===== config.mk =====
export PLATFORM = sky130hd
export DESIGN_NAME = lcd_cmd_sequencer
export DESIGN_NICKNAME = d
export VERILOG_FILES = /design/src/rtl/lcd_pkg.sv /design/src/rtl/lcd_cmd_sequencer.sv
export SDC_FILE = /design/constraint.sdc
export NUM_CORES = 1
export LEC_CHECK = 0
export CAP_MARGIN = 20
export CORE_UTILIZATION = 53
export DETAILED_ROUTE_END_ITERATION = 6
export PLACE_DENSITY = 0.85
export SYNTH_ARGS = -nofsm -noshare
export SYNTH_HDL_FRONTEND = slang
export SYNTH_SLANG_ARGS = --single-unit

===== constraint.sdc =====
create_clock -name i_clk -period 3.5 [get_ports i_clk]
set_clock_uncertainty 0.2 [all_clocks]
set_input_delay 0.875 -clock i_clk [delete_from_list [all_inputs] [get_ports i_clk]]
set_output_delay 0.875 -clock i_clk [all_outputs]
set_load 0.005 [all_outputs]

===== src/rtl/lcd_pkg.sv =====
// Shared types and constants for the HD44780 command sequencer:
// FSM states, register bit positions, command struct and the power-up init ROM.
package lcd_pkg;

  typedef enum logic [2:0] {
    PWRUP,
    INIT,
    IDLE,
    SETUP,
    PULSE,
    HOLD,
    WAIT
  } lcd_state_t;

  localparam int LCD_ON_BIT   = 31;
  localparam int LCD_BLON_BIT = 30;
  localparam int LCD_RS_BIT   = 9;
  localparam int LCD_RW_BIT   = 8;

  typedef struct packed {
    logic       rs;
    logic       rw;
    logic [7:0] data;
  } lcd_cmd_t;

  // Function set 8-bit/2-line, display on, clear, entry mode increment.
  localparam int         INIT_LEN   = 4;
  localparam logic [7:0] INIT_CMD_0 = 8'h38;
  localparam logic [7:0] INIT_CMD_1 = 8'h0C;
  localparam logic [7:0] INIT_CMD_2 = 8'h01;
  localparam logic [7:0] INIT_CMD_3 = 8'h06;

  function automatic lcd_cmd_t init_cmd(input logic [1:0] idx);
    lcd_cmd_t c;
    c.rs = 1'b0;
    c.rw = 1'b0;
    case (idx)
      2'd0:    c.data = INIT_CMD_0;
      2'd1:    c.data = INIT_CMD_1;
      2'd2:    c.data = INIT_CMD_2;
      default: c.data = INIT_CMD_3;
    endcase
    return c;
  endfunction

  // Clear display and return home need the long execution time.
  function automatic logic is_long_cmd(input lcd_cmd_t c);
    return !c.rs && !c.rw && (c.data inside {8'h01, 8'h02, 8'h03});
  endfunction

endpackage


===== src/rtl/lcd_cmd_sequencer.sv =====
// Turns LCD register stores into timed HD44780 bus transactions with a one-deep pending slot.
// Optional power-up auto-init sequence is enabled by defining LCD_AUTO_INIT_EN.
//
// state | meaning
// PWRUP | power-on delay before auto-init (LCD_AUTO_INIT_EN only)
// INIT  | load next init ROM command (LCD_AUTO_INIT_EN only)
// IDLE  | waiting for a pending command
// SETUP | rs/rw/dq stable before EN rises
// PULSE | EN high
// HOLD  | EN low, bus held
// WAIT  | execution wait, bus released
module lcd_cmd_sequencer
  import lcd_pkg::*;
#(
  parameter int unsigned T_SETUP     = 2,
  parameter int unsigned T_EN        = 12,
  parameter int unsigned T_HOLD      = 1,
  parameter int unsigned T_EXEC      = 2000,
  parameter int unsigned T_EXEC_LONG = 82000,
  parameter int unsigned T_PWRUP     = 750000
) (
  input  logic        i_clk,
  input  logic        i_rst,
  input  logic [31:0] i_lcd_reg,
  input  logic        i_lcd_wr,
  input  logic [7:0]  i_lcd_dq,
  output logic [7:0]  o_lcd_dq,
  output logic        o_lcd_dq_oe,
  output logic        o_lcd_rs,
  output logic        o_lcd_rw,
  output logic        o_lcd_en,
  output logic        o_lcd_on,
  output logic        o_lcd_blon,
  output logic        o_busy,
  output logic [7:0]  o_rd_data,
  output logic        o_ovf
);

  localparam int unsigned T_MAX_A = (T_EXEC_LONG > T_EXEC) ? T_EXEC_LONG : T_EXEC;
  localparam int unsigned T_MAX_B = (T_PWRUP > T_MAX_A) ? T_PWRUP : T_MAX_A;
  localparam int unsigned T_MAX_C = (T_EN > T_MAX_B) ? T_EN : T_MAX_B;
  localparam int          CW      = (T_MAX_C > 1) ? $clog2(T_MAX_C) : 1;

  lcd_state_t    state, state_next;
  logic [CW-1:0] cnt, cnt_load;
  lcd_cmd_t      slot, active;
  logic          slot_full, slot_full_next, take;
  logic          lcd_on_q, bus_active;
  logic          init_pending;
  logic          unused_reg_bits;

  assign unused_reg_bits = ^i_lcd_reg[29:10];

`ifdef LCD_AUTO_INIT_EN
  logic [2:0] init_idx;
  assign init_pending = (init_idx < 3'(INIT_LEN));
`else
  assign init_pending = 1'b0;
`endif

  assign slot_full_next = i_lcd_wr | (slot_full & ~take);

  always_comb begin
    state_next = state;
    take       = 1'b0;
    cnt_load   = '0;
    case (state)
`ifdef LCD_AUTO_INIT_EN
      PWRUP: if (cnt == '0) state_next = INIT;
      INIT:  state_next = SETUP;
`endif
      IDLE: begin
        if (slot_full) begin
          take       = 1'b1;
          state_next = SETUP;
        end
      end
      SETUP: if (cnt == '0) state_next = PULSE;
      PULSE: if (cnt == '0) state_next = HOLD;
      HOLD:  if (cnt == '0) state_next = WAIT;
      WAIT:  if (cnt == '0) state_next = init_pending ? INIT : IDLE;
      default: state_next = IDLE;
    endcase
    case (state_next)
      SETUP:   cnt_load = CW'(T_SETUP - 1);
      PULSE:   cnt_load = CW'(T_EN - 1);
      HOLD:    cnt_load = CW'(T_HOLD - 1);
      WAIT:    cnt_load = is_long_cmd(active) ? CW'(T_EXEC_LONG - 1) : CW'(T_EXEC - 1);
      default: cnt_load = '0;
    endcase
  end

  always_ff @(posedge i_clk) begin
    if (!i_rst) begin
`ifdef LCD_AUTO_INIT_EN
      state    <= PWRUP;
      cnt      <= CW'(T_PWRUP - 1);
      init_idx <= '0;
`else
      state    <= IDLE;
      cnt      <= '0;
`endif
      slot       <= '0;
      slot_full  <= 1'b0;
      active     <= '0;
      lcd_on_q   <= 1'b0;
      o_lcd_blon <= 1'b0;
      o_busy     <= 1'b0;
      o_rd_data  <= '0;
      o_ovf      <= 1'b0;
    end else begin
      state <= state_next;
      if (state_next != state) cnt <= cnt_load;
      else if (cnt != '0)      cnt <= cnt - 1'b1;

      if (take) active <= slot;
`ifdef LCD_AUTO_INIT_EN
      if (state == INIT) begin
        active   <= init_cmd(init_idx[1:0]);
        init_idx <= init_idx + 1'b1;
      end
`endif
      // A command leaving the slot this cycle frees room, so a concurrent write is not an overflow.
      if (i_lcd_wr) begin
        slot.rs    <= i_lcd_reg[LCD_RS_BIT];
        slot.rw    <= i_lcd_reg[LCD_RW_BIT];
        slot.data  <= i_lcd_reg[7:0];
        lcd_on_q   <= i_lcd_reg[LCD_ON_BIT];
        o_lcd_blon <= i_lcd_reg[LCD_BLON_BIT];
        if (slot_full && !take) o_ovf <= 1'b1;
      end
      slot_full <= slot_full_next;

      if (state == PULSE && cnt == '0 && active.rw) o_rd_data <= i_lcd_dq;
      o_busy <= (state_next != IDLE) | slot_full_next;
    end
  end

  assign bus_active  = (state == SETUP) || (state == PULSE) || (state == HOLD);
  assign o_lcd_en    = (state == PULSE);
  assign o_lcd_rs    = bus_active & active.rs;
  assign o_lcd_rw    = bus_active & active.rw;
  assign o_lcd_dq_oe = bus_active & ~active.rw;
  assign o_lcd_dq    = bus_active ? active.data : 8'h00;
  assign o_lcd_on    = lcd_on_q | (init_pending & (state != PWRUP));

endmodule


==> results.txt <==
Sequential share of the synthesized area: 0.423
Die area: 5280 um^2
GRT Residual Overflow: 0
Leakage: 1.25 nW
CTS clk-pin slew, worst paths: 0.09 ns
Slew headroom: 0.522
PwrDens: 737 nW/um^2
Via count: 2280
Synthesized flop and latch total: 56
Tmin final: 3.17 ns
Fillers: 387
Synth Cell Area: 2650 um^2
Unrepaired setup endpoints after global routing: false
GRT Resource Usage Total: 0.246
# IOs: 67
Final period util: 0.905
Num CTS Buffers: 5
Share of cells above drive strength 1: 0.0559
Final WL: 6010 um
Per-cell routed wire length: 14.8 um
Final setup viols: 0
Hold Buf Count CTS: 0
Total of max-cap violations: 0
Die width: 72.7 um
ANT nets after route: 0
Core Rows: 25
Worst-margin pin slew: 0.715 ns
Worst setup EP type: output pin
Area grow syn2layout: 23.6%
Hold Fails Final Rpt: 0
Via density per instance: 5.60
Initial antenna violation count: 0
Slew Limit Fails: 0
CP required: 2.42 ns
Max FO, Critical Path: 12
Post-synth cell types: 48
Quantity of gates resized following cts: 0
Skew-Pair Late Insertion Delay: 0.30 ns
Initial Utilization: 0.557
Synth Area per Inst: 8.91 um^2
Setup TNS: 0 ns
Initial drt markers: 162
First-pass GRT wire length: 10200 um
# diodes: 0
TritonCTS Sinks: 56
Net Count, Synth: 341
Vias in the first global route: 2212
CTS tree: done
Pre-Repair DR Iteration Count: 4
Post-route DRC: 0
Die H: 72.7 um
Worst hold margin: 0.267 ns
Largest net degree at the start of global routing: 23
Final nets: 385
Hpwl dp: 4250 um
Outcome: complete, no violations
CTS root buf: clkbuf_8
Fmax: 0.316 GHz
Clock tree buffer depth: 2
Cells after Synth: 297
Startpoint Class: flip-flop
Hold crit path type: flip-flop to flip-flop
Placer Congestion: 0.820
Post-CTS Repair Setup Buffers: 0
Yosys warns: 0
Area of the core: 4750 um^2
# H-tree levels: 2
Crit path DAT: 2.09 ns
Crit Path Class: flip-flop to output pin
Port-buffer cells: 46
Max VDD drop: 0.000359 V
[state kept, by name, indices dropped and copies added, names as in the netlist]
register,flops
cnt,20
active,10
slot,10
o_rd_data,8
state,3
o_busy,1
o_lcd_blon,1
o_lcd_on,1
o_ovf,1
slot_full,1
[Yosys cell counts (all sizes together)]
master,number,share of area
o22ai,1,0.0024
clkbuf,11,0.016
ha,1,0.0047
inv,6,0.0085
mux2i,21,0.079
a21boi,11,0.031
a2111oi,1,0.0033
or4,2,0.0057
xor2,2,0.0066
o31ai,3,0.0085
xnor2,13,0.043
o211ai,3,0.0085
o21bai,1,0.0028
nor4b,2,0.012
nand4,1,0.0047
a21oi,14,0.026
nand4b,1,0.0033
nor2,12,0.017
buf,4,0.0080
o21a,1,0.0028
and2,12,0.028
or4b,1,0.0038
nor3,8,0.015
o2111ai,2,0.0066
o221a,1,0.0043
nor2b,26,0.061
nand2,34,0.049
a31o,1,0.0033
or3b,1,0.0033
o221ai,1,0.0033
dfxtp,56,0.42
nand3,6,0.011
a211oi,5,0.014
o41ai,1,0.0033
o21ai,15,0.030
and4,1,0.0033
nand2b,3,0.0071
and3,1,0.0024
or2,1,0.0024
nor4,6,0.020
or3,4,0.0095
[final timing paths]
path	from	to	slack, ns	cells past startpoint
min reg2reg	slot[2]	active[2]	0.27	2
min	slot[2]	active[2]	0.27	2
max reg2reg	cnt[0]	o_busy	0.55	7
max	state[2]	o_lcd_dq_oe	0.33	5
[layer usage]
layer  up-vias  global-route usage  wire length (um)
met3        11              0.0566               356
met4         0              0.0719               100
met1      1060               0.309              2570
li1       1126                   -                 -
met5         -                   0                 0
met2        83               0.423              2990
[power by group]
group          switching [mW]  leakage, nW  internal [mW]
clock                   0.200       0.0501          0.206
sequential              0.123        0.457          0.749
combinational           0.648        0.738          0.487
total                   0.971         1.25           1.44
[area by class of cell]
type,count,area [um^2],area share
tap,67,83.8,0.0256
clock buffer,5,68.8,0.0210
clock inverter,1,30.0,0.00917
sequential,56,1120,0.343
multi-input combinational,220,1440,0.440
timing repair buffer,52,505,0.154
inverter,6,22.5,0.00688
[critical path, stage by stage (launching register included)]
cell and delay, ns:
dfxtp_1 0.42, nand2b_1 0.30, o21ai_0 0.20, buf_4 0.19
nor2b_1 0.16, clkdlybuf4s50_1 0.51
[per-stage QoR]
| step | power (mW) | std cells | util | area, um^2 | setup slack [ns] |
|---|---|---|---|---|---|
| after floorplan | 1.76 | 297 | - | 2650 | 1.14 |
| after global routing | 2.60 | 407 | 0.688 | 3270 | 0.168 |
| after CTS | 2.41 | 407 | 0.688 | 3270 | 0.351 |
| final | 2.41 | 407 | 0.688 | 3270 | 0.333 |
| after detailed placement | 2.01 | 401 | 0.668 | 3170 | 0.580 |
| after global placement | 1.96 | 401 | 0.668 | 3170 | 0.732 |
[kinds of logic (layout without fill, tap and decap cells)]
family / Yosys count / in the layout / share of synthesized area
xor gates and xnor gates: 15 / 15 / 0.0496
muxes: 21 / 21 / 0.0794
DFF: 56 / 56 / 0.423
and+or+nand+nor: 122 / 122 / 0.260
AOI/OAI and AO/OA: 61 / 61 / 0.151
adders and majority gates: 1 / 1 / 0.00473
buffers and inverters: 21 / 64 / 0.0321
[cell usage in the layout, fill, tap and decap left out, drive strengths merged, types with 8 or more instances in the layout]
cell / Yosys / final
nor2: 12 / 12
clkdlybuf4s50: 0 / 46
nor2b: 26 / 26
nand2: 34 / 34
a21oi: 14 / 14
a21boi: 11 / 11
o21ai: 15 / 15
dfxtp: 56 / 56
and2: 12 / 12
mux2i: 21 / 21
xnor2: 13 / 13
nor3: 8 / 8
Note: power is estimated with default switching activity, not from simulation.
